==> config.mk <==
export PLATFORM = sky130hd
export DESIGN_NAME = draw_obstacle
export DESIGN_NICKNAME = d
export VERILOG_FILES = /design/src/rtl/vga_pkg.sv /design/src/rtl/rect_hit.sv /design/src/rtl/draw_obstacle.sv
export SDC_FILE = /design/constraint.sdc
export NUM_CORES = 1
export LEC_CHECK = 0
export ABC_AREA = 0
export CAP_MARGIN = 25
export CORE_ASPECT_RATIO = 1.4
export CORE_MARGIN = 2
export CORE_UTILIZATION = 50
export CTS_BUF_LIST = sky130_fd_sc_hd__clkbuf_16
export DETAILED_ROUTE_END_ITERATION = 12
export PLACE_DENSITY = 0.77
export SYNTH_ARGS = -nofsm -noshare
export SYNTH_HDL_FRONTEND = slang
export SYNTH_SLANG_ARGS = --single-unit
export TNS_END_PERCENT = 5
==> constraint.sdc <==
create_clock -name clk -period 2.7 [get_ports clk]
set_clock_uncertainty 0.05 [all_clocks]
set_input_delay 0.54 -clock clk [delete_from_list [all_inputs] [get_ports clk]]
set_output_delay 0.54 -clock clk [all_outputs]
set_load 0.01 [all_outputs]
==> src/rtl/vga_pkg.sv <==
// Shared VGA stream definitions.
// Holds the counter/colour widths used across the video pipeline, the timing
// bundle carried alongside each pixel, and the obstacle overlay defaults.
package vga_pkg;

  localparam int unsigned HCOUNT_W = 11;
  localparam int unsigned VCOUNT_W = 11;
  localparam int unsigned RGB_W    = 12;
  localparam int unsigned POS_W    = 12;

  // Obstacle overlay defaults
  localparam int unsigned      OBS_W_DEF       = 40;
  localparam int unsigned      OBS_H_DEF       = 30;
  localparam logic [RGB_W-1:0] OBS_COLOR_DEF   = 12'h0F0;
  localparam logic [POS_W-1:0] OBS_X_OFFSCREEN = 12'hFFF;

  // Timing signals that travel with every pixel through the pipeline
  typedef struct packed {
    logic [HCOUNT_W-1:0] hcount;
    logic                hsync;
    logic                hblnk;
    logic [VCOUNT_W-1:0] vcount;
    logic                vsync;
    logic                vblnk;
  } vga_timing_t;

endpackage

==> src/rtl/rect_hit.sv <==
// Combinational rectangle bounds test.
// Ports:
//   hcount, vcount : current pixel coordinates
//   x, y           : top-left corner of the rectangle
//   hit            : pixel lies inside [x, x+W) x [y, y+H)
// Bounds are evaluated at 13 bits so a corner near 12'hFFF cannot wrap
// around into the visible area.
module rect_hit
  import vga_pkg::*;
#(
  parameter int unsigned W = OBS_W_DEF,
  parameter int unsigned H = OBS_H_DEF
) (
  input  logic [HCOUNT_W-1:0] hcount,
  input  logic [VCOUNT_W-1:0] vcount,
  input  logic [POS_W-1:0]    x,
  input  logic [POS_W-1:0]    y,
  output logic                hit
);

  localparam logic [12:0] W13 = 13'(W);
  localparam logic [12:0] H13 = 13'(H);

  logic [12:0] h13, v13, x13, y13;

  always_comb begin
    h13 = 13'(hcount);
    v13 = 13'(vcount);
    x13 = 13'(x);
    y13 = 13'(y);
    hit = (h13 >= x13) && (h13 < x13 + W13) && (v13 >= y13) && (v13 < y13 + H13);
  end

endmodule

==> src/rtl/draw_obstacle.sv <==
// Obstacle overlay and player collision detector for the VGA pixel stream.
// Ports:
//   clk, rst                      : pixel clock, synchronous active-high reset
//   *count_in, *sync_in, *blnk_in : upstream timing
//   rgb_in, player_on_in          : upstream colour and player-rect membership
//   obs_xpos, obs_ypos_1/2        : obstacle positions (latched at vblank onset)
//   *_out                         : timing and colour delayed by 2 clk
//   collision                     : one-clk pulse at vblank onset if the player
//                                   touched an obstacle during the ending frame
module draw_obstacle
  import vga_pkg::*;
#(
  parameter int unsigned      OBS_W     = OBS_W_DEF,
  parameter int unsigned      OBS_H     = OBS_H_DEF,
  parameter logic [RGB_W-1:0] OBS_COLOR = OBS_COLOR_DEF
) (
  input  logic                clk,
  input  logic                rst,
  input  logic [HCOUNT_W-1:0] hcount_in,
  input  logic                hsync_in,
  input  logic                hblnk_in,
  input  logic [VCOUNT_W-1:0] vcount_in,
  input  logic                vsync_in,
  input  logic                vblnk_in,
  input  logic [RGB_W-1:0]    rgb_in,
  input  logic                player_on_in,
  input  logic [POS_W-1:0]    obs_xpos,
  input  logic [POS_W-1:0]    obs_ypos_1,
  input  logic [POS_W-1:0]    obs_ypos_2,
  output logic [HCOUNT_W-1:0] hcount_out,
  output logic                hsync_out,
  output logic                hblnk_out,
  output logic [VCOUNT_W-1:0] vcount_out,
  output logic                vsync_out,
  output logic                vblnk_out,
  output logic [RGB_W-1:0]    rgb_out,
  output logic                collision
);

  // Frame-latched obstacle positions
  logic [POS_W-1:0] shadow_x, shadow_y1, shadow_y2;

  vga_timing_t      tim_in, tim_d1, tim_d2;
  logic [RGB_W-1:0] rgb_d1;
  logic             player_on_d1;
  logic             hit_1, hit_2, hit_d1;
  logic             hit_flag;

  logic             frame_end;
  logic             col_set;
  logic             draw_d1;

  assign tim_in = '{hcount: hcount_in, hsync: hsync_in, hblnk: hblnk_in,
                    vcount: vcount_in, vsync: vsync_in, vblnk: vblnk_in};

  rect_hit #(.W(OBS_W), .H(OBS_H)) u_hit_1 (
    .hcount (hcount_in),
    .vcount (vcount_in),
    .x      (shadow_x),
    .y      (shadow_y1),
    .hit    (hit_1)
  );

  rect_hit #(.W(OBS_W), .H(OBS_H)) u_hit_2 (
    .hcount (hcount_in),
    .vcount (vcount_in),
    .x      (shadow_x),
    .y      (shadow_y2),
    .hit    (hit_2)
  );

  always_comb begin
    // tim_d1.vblnk doubles as the vblank edge-detect delay
    frame_end = vblnk_in & ~tim_d1.vblnk;
    draw_d1   = hit_d1 & ~tim_d1.hblnk & ~tim_d1.vblnk;
    col_set   = draw_d1 & player_on_d1;
  end

  always_ff @(posedge clk) begin
    if (rst) begin
      shadow_x     <= OBS_X_OFFSCREEN;
      shadow_y1    <= '0;
      shadow_y2    <= '0;
      tim_d1       <= '0;
      tim_d2       <= '0;
      rgb_d1       <= '0;
      player_on_d1 <= 1'b0;
      hit_d1       <= 1'b0;
      rgb_out      <= '0;
      hit_flag     <= 1'b0;
      collision    <= 1'b0;
    end else begin
      // Stage 1
      tim_d1       <= tim_in;
      rgb_d1       <= rgb_in;
      player_on_d1 <= player_on_in;
      hit_d1       <= hit_1 | hit_2;
      // Stage 2
      tim_d2       <= tim_d1;
      rgb_out      <= draw_d1 ? OBS_COLOR : rgb_d1;

      if (frame_end) begin
        shadow_x  <= obs_xpos;
        shadow_y1 <= obs_ypos_1;
        shadow_y2 <= obs_ypos_2;
        // A hit landing on the same edge still belongs to the ending frame
        collision <= hit_flag | col_set;
        hit_flag  <= 1'b0;
      end else begin
        collision <= 1'b0;
        hit_flag  <= hit_flag | col_set;
      end
    end
  end

  assign hcount_out = tim_d2.hcount;
  assign hsync_out  = tim_d2.hsync;
  assign hblnk_out  = tim_d2.hblnk;
  assign vcount_out = tim_d2.vcount;
  assign vsync_out  = tim_d2.vsync;
  assign vblnk_out  = tim_d2.vblnk;

endmodule

**Yosys cells after proc, flatten, opt, wreduce, memory -nomap -nowiden**

Cells that the tools add are included.

- Register bits after elaboration: 116
- Input bits: 77
- Output and inout port bits: 39
- Logic and storage cells: 49

- $add $sub $neg: 3
- Order comparisons: 6
- Mux-type cells: 1
- Bitwise logic cells: 9
- Reduce and logical (&&, ||, !) cells: 8

Operators by type and width:

| kind | count |
|---|---|
| 11-bit by 13-bit less-than comparator with 1-bit output | 3 |
| 11-bit by 12-bit greater-or-equal comparator with 1-bit output | 3 |
| 12-bit by 5-bit adder with 13-bit output, second input constant | 2 |
| 12-bit by 6-bit adder with 13-bit output, second input constant | 1 |
| 8-bit 2-to-1 mux | 1 |
| 2-bit OR reduction | 3 |
| 1-bit logical AND | 5 |
| 1-bit AND | 4 |
| 1-bit NOT | 3 |
| 1-bit bitwise OR | 2 |

**Depth between registers and ports, before layout**

- Depth in word-level cells: 6
- Mapped depth: 12
- Mapped depth without buffers: 12

**Hierarchy**

Synthesis repeated with hierarchy kept, for this count alone.

- Cell total of the unflattened synthesis: 582
- Area total of the unflattened synthesis: 5,808.1 sq um

Modules (own cells, without submodules):

| module | times used | cells an instance | area each (sq um) | seq. area each (sq um) |
|---|---|---|---|---|
| draw_obstacle | 1 | 261 | 3,355.7 | 2,322.2 |
| rect_hit at u_hit_1 | 1 | 163 | 1,233.7 | 0.0 |
| rect_hit at u_hit_2 | 1 | 158 | 1,218.7 | 0.0 |

**Worst setup path after synthesis**

OpenSTA, ideal clock, no wires.

- Path kind: reg2reg
- From: reg shadow_y2[1]
- To: reg hit_d1
- Setup time: 0.116 ns
- Arrival: 2.329 ns
- Data required time: 2.534 ns
- Path slack: 0.205 ns
- Stages on the path, launching flop included: 13
- Buffers on the path: 0
- Period minus slack after synthesis: 2.495 ns
- Cell sequence: dfxtp_1 -> inv_1 -> ha_1 -> and3_1 -> nor3_1 -> xnor2_1 -> ha_1 -> a21oi_1 -> o21ai_0 -> nor2_1 -> a211o_1 -> a32o_1 -> and4_1

- Word-level cells in the longest chain between the ends: 4
- Elaborated cells on any way between the ends: 6
- Those cells by class: add/sub: 1; order compare: 2; bitwise: 1; reduce/logical: 2

RTL lines:

| what | RTL line | RTL |
|---|---|---|
| start, declared | draw_obstacle.sv:41 | `logic [POS_W-1:0] shadow_x, shadow_y1, shadow_y2;` |
| start signal, assigned | draw_obstacle.sv:105 | `shadow_y2 <= obs_ypos_2;` |
| 12-bit by 5-bit adder with 13-bit output or 11-bit by 12-bit greater-or-equal comparator with 1-bit output (tied branches) | rect_hit.sv:31 | `hit = (h13 >= x13) && (h13 < x13 + W13) && (v13 >= y13) && (v13 < y13 + H13);` |
| 11-bit by 13-bit less-than comparator with 1-bit output or 1-bit logical AND (tied branches) | rect_hit.sv:31 |  |
| 1-bit logical AND * | rect_hit.sv:31 |  |
| 1-bit bitwise OR * | draw_obstacle.sv:97 | `hit_d1 <= hit_1 \| hit_2;` |
| end signal, assigned | draw_obstacle.sv:97 |  |
| end, declared | draw_obstacle.sv:46 | `logic hit_1, hit_2, hit_d1;` |

Every way passes the cells marked *; elsewhere a longest branch is shown, timed or not.
A chain may end at the register's enable or synchronous reset.

**Worst setup path in the final report**

- From: reg shadow_y1[1]
- To: reg hit_d1

- Word-level cells in the longest chain between the ends: 4
- Elaborated cells on any way between the ends: 6
- Those cells by class: add/sub: 1; order compare: 2; bitwise: 1; reduce/logical: 2

RTL lines:

| what | RTL line | RTL |
|---|---|---|
| start, declared | draw_obstacle.sv:41 |  |
| start signal, assigned | draw_obstacle.sv:104 | `shadow_y1 <= obs_ypos_1;` |
| 12-bit by 5-bit adder with 13-bit output or 11-bit by 12-bit greater-or-equal comparator with 1-bit output (tied branches) | rect_hit.sv:31 |  |
| 11-bit by 13-bit less-than comparator with 1-bit output or 1-bit logical AND (tied branches) | rect_hit.sv:31 |  |
| 1-bit logical AND * | rect_hit.sv:31 |  |
| 1-bit bitwise OR * | draw_obstacle.sv:97 |  |

Marked as above.

==> results.toml <==
[grt]
grt_max_degree = 51
grt_pass1_wl_microns = 18010
grt_util_all_layers = 0.2162
overflow = 0
grt_pass1_vias = 4038
antenna_found_initial = 0

[drt]
drt-total-wl_microns = 11610
dr.pass1.iters = 5
drc = 0
antenna_left = 0
via_count = 4132
wl_per_cell_microns = 14.31
routed_via_density = 5.095
first_iter_violations = 221

[yosys]
syn_avg_cell_area_sq_um = 9.502
syn_nets = 669
synth_area_sq_um = 5017
ys_warn_count = 0
synthCells = 528
synth_seq_cells = 116
synth_seq_area_share = 0.4628
synthDistinctLibCells = 40

[floorplanning]
start_util = 0.5096
core_area_sq_um = 9846
ios = 116
die_w_microns = 88.66
die_area_sq_um = 10860
num_rows = 43
fp.dieH_microns = 122.5

[layout]
nets = 805
drive_gt1_frac = 0.09024
n_antenna_cell = 0
post-route-util = 0.7094
area.growth.synth_to_final_pct = 39.20

[setup_path]
cp_data_required_time_ns = 3.00
cpMaxStageDelayCell = "or4_4"
path_cells = "inv_1, ha_2, a21oi_2, nand4_1, xnor2_1, ha_2, or4_4, a21oi_2, o21ai_1, o22ai_1, a32o_2, and4_1"
cp-start-kind = "flip-flop"
worst_ep_arrival_time_ns = 2.90
critPathMaxStageDelay_ns = 0.51
criticalPathCategory = "reg -> reg"
end_kind = "flip-flop"
critPathMaxFanout = 3

[pwr]
seqPwrFrac = 0.401
intPower_w = 0.003418
p_leak_nw = 2.925
clkPwrFrac = 0.453
peakVddDrop_mv = 0.4853
p_sw_w = 0.001164
share_comb_of_total_power = 0.145
power_density_nw_per_um2 = 656.0
p_sw_frac = 0.2540

[clock_network]
clk_pin_slew_worst_paths_ns = 0.06
root_buffer = "clkbuf_16"
clkLatencyLatePin_ns = 0.41
clkSinkCount = 116
numCtsBuffers = 17
cts_buffer_depth = 2
cts_max_level = 4
cts_tree = "built"
ctsHoldBuffers = 0

[sta]
fin_crit_ns = 2.601
relSlewSlack = 0.4576
rsz0062_at_grt = "false"
max_slew.worst_pin.slew_ns = 0.8136
setup_viol = 0
slew_violations = 0
holdWs_ns = 0.3755
hold_viol_final = 0
fmax_ghz = 0.3844
fin_crit_sh = 0.9634

[run]
drv_cap = 0

[hold_path]
worstHoldPathType = "reg -> reg"

[placement]
dp_hpwl_microns = 8641
gp_congestion = 0.9006
port_buffers = 115

[run_status]
status = "completed"
cell usage after synthesis:
library cell | number | area share
xor2_1 | 1 | 0.0017
o2111ai_1 | 2 | 0.0035
or4_1 | 1 | 0.0015
inv_1 | 35 | 0.026
nor3b_1 | 2 | 0.0030
a21o_1 | 6 | 0.0090
nor2_1 | 43 | 0.032
or2_2 | 1 | 0.0012
a22o_2 | 1 | 0.0020
nand2b_1 | 2 | 0.0025
a2111oi_0 | 2 | 0.0035
xnor2_1 | 20 | 0.035
nand2_1 | 31 | 0.023
a211oi_1 | 3 | 0.0045
nor3_1 | 6 | 0.0060
o41ai_1 | 1 | 0.0017
o21ai_0 | 34 | 0.034
or3_1 | 1 | 0.0012
nor2b_1 | 65 | 0.081
and3_1 | 3 | 0.0037
a32o_1 | 1 | 0.0020
o221a_2 | 1 | 0.0022
nand3_1 | 9 | 0.0090
a21oi_1 | 28 | 0.028
o22a_1 | 2 | 0.0035
o21a_1 | 4 | 0.0060
dfxtp_1 | 116 | 0.46
o211ai_1 | 1 | 0.0015
ha_1 | 64 | 0.16
nor4_1 | 2 | 0.0025
o31ai_1 | 3 | 0.0045
o21ai_1 | 1 | 0.0010
a31oi_1 | 3 | 0.0037
a211o_1 | 2 | 0.0035
clkbuf_1 | 14 | 0.010
a22o_1 | 3 | 0.0052
and2_1 | 8 | 0.010
o22ai_1 | 1 | 0.0012
nand4_1 | 4 | 0.0050
and4_1 | 1 | 0.0017
registers in the layout, summed over array words and instances (netlist names), 11 cells and up:
signal / cells
rgb_d1: 12
shadow_x: 12
tim_d1: 26
shadow_y2: 12
vcount_out: 11
hcount_out: 11
rgb_out: 12
shadow_y1: 12
cell type report:
class,count,area (sq um)
multi-input cells,363,2540
clock buffers,17,425.4
inverters,35,131.4
fillers,754,2861
clock inverters,14,126.4
flip-flops and latches,116,2326
well taps,135,168.9
repair buffers,131,1266
layer usage:
layer,part of all wire,up-vias,GRT usage
met3,0.049,26,0.06658
li1,-,2063,-
met2,0.51,138,0.3736
met5,0,-,0
met1,0.42,1905,0.2483
met4,0.026,0,0.07670
metrics by stage:
stage / total power [W] / instances / instance area [sq um] / setup slack [ns] / setup TNS [ns]
floorplan: 0.002230 / 528 / 5017 / 0.2053 / 0
CTS: 0.004597 / 808 / 6933 / 0.01696 / 0
detailed placement: 0.002516 / 776 / 6370 / -0.05814 / -0.05814
global placement: 0.002491 / 776 / 6370 / 0.04409 / 0
finish: 0.004582 / 811 / 6984 / 0.09886 / 0
global route: 0.004781 / 811 / 6984 / 0.007400 / 0
timing repair:
action | CTS | global route
setup buffers | 1 | 3
resized for setup | 1 | 12
pin swaps | 1 | 7
endpoints found under the setup margin | 1 | 1
final timing paths:
path / start / cells past startpoint / to / slack [ns]
worst max-delay path: shadow_y1[1]$_SDFFE_PP0P_ / 12 / hit_d1$_SDFF_PP0_ / 0.1
worst min-delay path: rgb_d1[1]$_SDFF_PP0_ / 1 / rgb_out[1]$_SDFF_PP0_ / 0.38
worst max register to register: shadow_y1[1]$_SDFFE_PP0P_ / 12 / hit_d1$_SDFF_PP0_ / 0.1
worst min register to register: rgb_d1[1]$_SDFF_PP0_ / 1 / rgb_out[1]$_SDFF_PP0_ / 0.38
power groups by stage:
stage / registers (W) / clock network (W) / logic, W
after floorplan: 0.00188 / 0 / 0.000355
after global placement: 0.00187 / 0 / 0.000621
after detailed placement: 0.00187 / 0 / 0.000643
after CTS: 0.00184 / 0.00211 / 0.000652
after global routing: 0.00185 / 0.00219 / 0.000745
final: 0.00184 / 0.00208 / 0.000665
cell usage in the layout (no fill, tap or decap), drive strengths merged, types with 17 or more instances in the layout:
master,synthesis,final
a21oi,28,28
buf,0,17
clkbuf,14,17
clkdlybuf4s50,0,114
dfxtp,116,116
ha,64,64
inv,35,40
nand2,31,31
nor2,43,43
nor2b,65,65
o21ai,35,35
xnor2,20,20
worst max-delay path, delay by kind of cell (launching register included):
| family | cells | cell delay, ns |
|---|---|---|
| AOI/OAI and AO/OA | 5 | 0.70 |
| buffers and inverters | 1 | 0.07 |
| and+or+nand+nor | 3 | 0.82 |
| xor gates and xnor gates | 1 | 0.17 |
| DFF | 1 | 0.34 |
| adders and majority gates | 2 | 0.38 |
cells by family after synthesis:
kind of cell / synth area share
buffers and inverters: 0.03666
DFF: 0.4628
adders and majority gates: 0.1596
and+or+nand+nor: 0.1838
AOI/OAI and AO/OA: 0.1205
xor gates and xnor gates: 0.03666
(Power assumes the default switching activity.)
